### src/rtl/jk_bank_scheduler.sv
// Round-robin scheduler sharing one bank of NBITS JK bits among NREQ requesters; JK_BANK_SR_MODE_EN selects SR storage.
// Latency: the winner's command lands on Q at the same edge that raises its one-cycle gnt pulse.
// Backpressure: losers hold req level; a requester is masked in its own gnt cycle and waits at most NREQ-1 grants.
module jk_bank_scheduler #(
    parameter int NREQ  = 4,
    parameter int NBITS = 8,
    parameter int IDXW  = 3
) (
    input  logic                 clk,
    input  logic                 rst,
    input  logic [NREQ-1:0]      req,
    input  logic [2*NREQ-1:0]    cmd,
    input  logic [IDXW*NREQ-1:0] idx,
    output logic [NREQ-1:0]      gnt,
    output logic                 busy,
    output logic [NBITS-1:0]     Q,
    output logic [NBITS-1:0]     Q_bar,
    output logic                 err
);
    localparam int PW = (NREQ > 1) ? $clog2(NREQ) : 1;

    logic [NREQ-1:0]  gnt_q, gnt_d;
    logic             busy_q, busy_d;
    logic [NBITS-1:0] q_q, q_d;
    logic [PW-1:0]    ptr_q, ptr_d;

    logic [1:0]       cmd_a [NREQ];
    logic [IDXW-1:0]  idx_a [NREQ];
    logic [NREQ-1:0]  elig;
    logic             win_vld;
    logic [PW-1:0]    win_idx;
    logic [1:0]       win_cmd;
    logic [IDXW-1:0]  win_bit;

    for (genvar r = 0; r < NREQ; r++) begin : g_split
        assign cmd_a[r] = cmd[2*r +: 2];
        assign idx_a[r] = idx[IDXW*r +: IDXW];
    end

    // Masking with the registered grant stops a requester being re-granted while it drops req.
    assign elig = req & ~gnt_q;

    always_comb begin
        logic [PW:0] cand;
        win_vld = 1'b0;
        win_idx = '0;
        cand    = '0;
        for (int i = 0; i < NREQ; i++) begin
            cand = {1'b0, ptr_q} + (PW+1)'(i);
            if (cand >= (PW+1)'(NREQ)) begin
                cand = cand - (PW+1)'(NREQ);
            end
            if (!win_vld && elig[cand[PW-1:0]]) begin
                win_vld = 1'b1;
                win_idx = cand[PW-1:0];
            end
        end
    end

    assign win_cmd = cmd_a[win_idx];
    assign win_bit = idx_a[win_idx];

    always_comb begin
        logic [PW:0] nxt;
        nxt   = {1'b0, win_idx} + (PW+1)'(1);
        if (nxt == (PW+1)'(NREQ)) begin
            nxt = '0;
        end
        ptr_d = win_vld ? nxt[PW-1:0] : ptr_q;
        gnt_d = '0;
        if (win_vld) begin
            gnt_d[win_idx] = 1'b1;
        end
        busy_d = |elig;
    end

`ifdef JK_BANK_SR_MODE_EN
    logic err_q, err_d;

    // S=R=1 is illegal storage input: grant it, leave the bit alone, flag it until reset.
    always_comb begin
        q_d   = q_q;
        err_d = err_q;
        if (win_vld) begin
            case (win_cmd)
                2'b01:   q_d[win_bit] = 1'b0;
                2'b10:   q_d[win_bit] = 1'b1;
                2'b11:   err_d        = 1'b1;
                default: q_d          = q_q;
            endcase
        end
    end

    always_ff @(posedge clk) begin
        if (rst) begin
            err_q <= 1'b0;
        end else begin
            err_q <= err_d;
        end
    end

    assign err = err_q;
`else
    always_comb begin
        q_d = q_q;
        if (win_vld) begin
            case (win_cmd)
                2'b01:   q_d[win_bit] = 1'b0;
                2'b10:   q_d[win_bit] = 1'b1;
                2'b11:   q_d[win_bit] = ~q_q[win_bit];
                default: q_d          = q_q;
            endcase
        end
    end

    assign err = 1'b0;
`endif

    always_ff @(posedge clk) begin
        if (rst) begin
            gnt_q  <= '0;
            busy_q <= 1'b0;
            q_q    <= '0;
            ptr_q  <= '0;
        end else begin
            gnt_q  <= gnt_d;
            busy_q <= busy_d;
            q_q    <= q_d;
            ptr_q  <= ptr_d;
        end
    end

    assign gnt   = gnt_q;
    assign busy  = busy_q;
    assign Q     = q_q;
    assign Q_bar = ~q_q;
endmodule

### config.mk
export PLATFORM = sky130hd
export DESIGN_NAME = jk_bank_scheduler
export DESIGN_NICKNAME = d
export VERILOG_FILES = /design/src/rtl/jk_bank_scheduler.sv
export SDC_FILE = /design/constraint.sdc
export NUM_CORES = 1
export LEC_CHECK = 0
export BUFFER_PORTS_ARGS = -buffer_cell sky130_fd_sc_hd__buf_2
export CAP_MARGIN = 30
export CORE_UTILIZATION = 45
export CTS_CLUSTER_DIAMETER = 150
export DETAILED_ROUTE_END_ITERATION = 16
export HOLD_SLACK_MARGIN = 0.1
export PLACE_DENSITY_LB_ADDON = 0.05
export SYNTH_ARGS = -nofsm -noshare
export SYNTH_HDL_FRONTEND = slang
export SYNTH_SLANG_ARGS = --single-unit
### constraint.sdc
create_clock -name clk -period 2.5 [get_ports clk]
set_input_delay 0.375 -clock clk [delete_from_list [all_inputs] [get_ports clk]]
set_output_delay 0.375 -clock clk [all_outputs]
set_load 0.05 [all_outputs]
==> results.yml <==
run_status:
  run_status: "finished, final reports clean"
clock_network:
  cts-buffers-inserted: 3
  cts_tree: "done"
  insertion_delay_ns: 0.29
  cts.htree.levels: 1
  cts-root-buf: "clkbuf_4"
  ctsHoldBuffers: 0
  path_clk_slew_ns: 0.10
  clockBufferDepth: 2
  clock_sinks: 15
timing:
  fin_tns_setup_ns: 0
  finalWorstPathRequiredPeriod_ns: 2.318
  worst_pin_slew_ns: 0.4699
  finalClockSkew_ns: 0.01408
  hold_slack_ns: 0.4432
  timing.final.hold_violations: 0
  drv_slew: 0
  clock.fmax_mhz: 431.3
  period_share_pct: 92.74
  finalSetupViolCount: 0
  rsz0062_at_grt: "false"
  slew_headroom_pct: 67.78
  layout_setup_ws_ns: 0.1816
worst_setup_path:
  endpoint_kind: "flop"
  r2r_slack_ns: 0.18
  reg2regPathDepth: 9
  arrival_ns: 2.54
  critPathMaxFanout: 11
  crit_type: "flop to flop"
  startpoint_type: "flop"
  regToRegStartpoint: "ptr_q[0]"
  worst-endpoint-required_ns: 2.72
  r2r_end: "Q[4]"
drt:
  drtAntennaViolNets: 0
  wirelength_um: 3974
  drt-initial-drc-count: 93
  viasPerCell: 5.500
  firstDrtPassIters: 4
  post-route-drc-count: 0
  dr_total_vias: 1562
  wl_per_cell_um: 13.99
grt:
  grt_pass1_wl_um: 6237
  grt_util_all_layers_pct: 23.65
  grt.overflow.total: 0
  antenna_found_initial: 0
  grt_pass1_vias: 1393
  grt_max_degree: 14
final_layout:
  fin_util_pct: 58.78
  drive_gt1_share_pct: 34.58
  antenna_cells: 0
  syn_to_final_growth_pct: 22.54
  fillers: 318
  multi_input_area_mm2: 0.001095
  nNetsFinal: 271
  register_area_um2: 301.5
floorplan:
  core-area_mm2: 0.003078
  die_w_um: 59.28
  die_h_um: 59.28
  ioPinCount: 48
  die-area_mm2: 0.003514
  start_util_pct: 47.97
  rows: 20
synthesis:
  ys.flop_type: "dfxtp_1"
  synthTopCellsByArea: "dfxtp_1 20%, nor2_1 6.9%, mux2i_1 6.1%, nand2_1 4.8%, nand2b_1 4.2%"
  synth_cell_types: 50
  yosys-top-cells-count: "27 x nor2_1, 19 x nand2_1, 15 x dfxtp_1, 12 x a21oi_1, 12 x inv_1"
  yosysMostFrequentCell: "nor2_1"
  yosysTopAreaCellShare_pct: 20.34
  synth-seq-area-share_pct: 20.34
  syn_area_mm2: 0.001476
  syn_area_per_cell_um2: 7.771
  ys_seq_elements: 15
  yosysWarnings: 0
  synth_edf_count: 0
  postSynthCellCount: 190
  syn_nets: 220
  yosysTopAreaCell: "dfxtp_1"
  async_flop_share_pct: 0
power:
  ir_drop_mv: 0.6314
  p_per_area_mw_per_mm2: 1312
  leakage_nw: 0.7920
place:
  dp_slack_ns: 0.02296
  numPortBuffers: 46
  hpwl_um: 3200
  gp_congestion: 0.8464
hold_path:
  hp-class: "input port to flop"
  min_from: "rst"
  holdPathEnd: "ptr_q[1]"
  hold_depth: 2
job:
  cap_violations: 0
placed cells by master (no fill, tap or decap), types with 4 or more instances in the layout:
cell and count:
nand2b_1 9, nor3_1 4, dfxtp_1 14, buf_2 46, o211ai_1 5, and2_1 4, nand3_1 7, mux2i_1 9
inv_1 12, nand2_1 19, ha_1 4, nor2_1 27, buf_4 7, a21oi_1 12
worst max-delay path by stage:
stage / from / endpoint / slack (ns) / cells after the start
after global placement: req[0] / Q[2] / 0.1 / 10
after global routing: gnt[3] / Q[4] / 0.01 / 10
after detailed placement: req[3] / Q[4] / 0.02 / 10
final: ptr_q[0] / Q[4] / 0.18 / 9
after CTS: gnt[0] / Q[4] / 0.13 / 9
after floorplan: gnt[0] / Q[0] / 0.04 / 10
flip-flops by register name, summed over array words and instances, names as in the netlist:
name and cells:
ptr_q 2, gnt 4, busy 1, Q 8
worst max-delay path: stages (launching register included):
cell,delay [ns]
dfxtp_1,0.45
nor2b_4,0.24
o221ai_4,0.19
nand2_4,0.20
buf_4,0.16
mux2i_1,0.28
mux2i_4,0.15
o21ai_1,0.15
o2111ai_4,0.23
a21oi_1,0.21
repair_timing:
| action | in CTS | in global routing |
|---|---|---|
| endpoints found under the setup margin | 0 | 8 |
| resized for setup | 0 | 4 |
| buffers inserted | 0 | 0 |
logic make-up (layout without fill, tap and decap cells):
family	count (synthesis)	in the layout	synth area share (%)
compound gates	48	48	29.49
fa+ha+maj	4	4	3.390
buf+inv	20	70	6.609
flops	15	15	20.34
mux	11	11	7.797
other cells	1	1	0.2540
simple gates	91	91	32.12
layer usage:
metal	vias to the layer above	global-route usage (%)	part of all wire [%]
li1	778	-	-
met1	726	31.15	45
met2	52	39.49	47
met3	6	3.930	5.9
met4	0	6.803	1.2
met5	-	0	0
stage by stage:
step | std cells | area [um2] | total power, W
6_report | 284 | 1809 | 0.002374
5_1_grt | 284 | 1809 | 0.002550
4_1_cts | 284 | 1792 | 0.002343
3_5_place_dp | 280 | 1765 | 0.002193
3_3_place_gp | 280 | 1765 | 0.002181
2_1_floorplan | 190 | 1476 | 0.001795
cell type report:
type	instances	share of cell area, %
flip-flops and latches	15	16.67
multi-input cells	155	60.51
inverters	13	2.697
repair buffers	53	15.63
clock buffers	4	1.452
well taps	44	3.043
power by group:
part           switching [W]  internal (W)  total, W
registers          0.0000705      0.000319  0.000389
clock network      0.0000780     0.0000619  0.000140
logic                0.00123      0.000616   0.00184
Note: power is estimated with default switching activity, not from simulation.
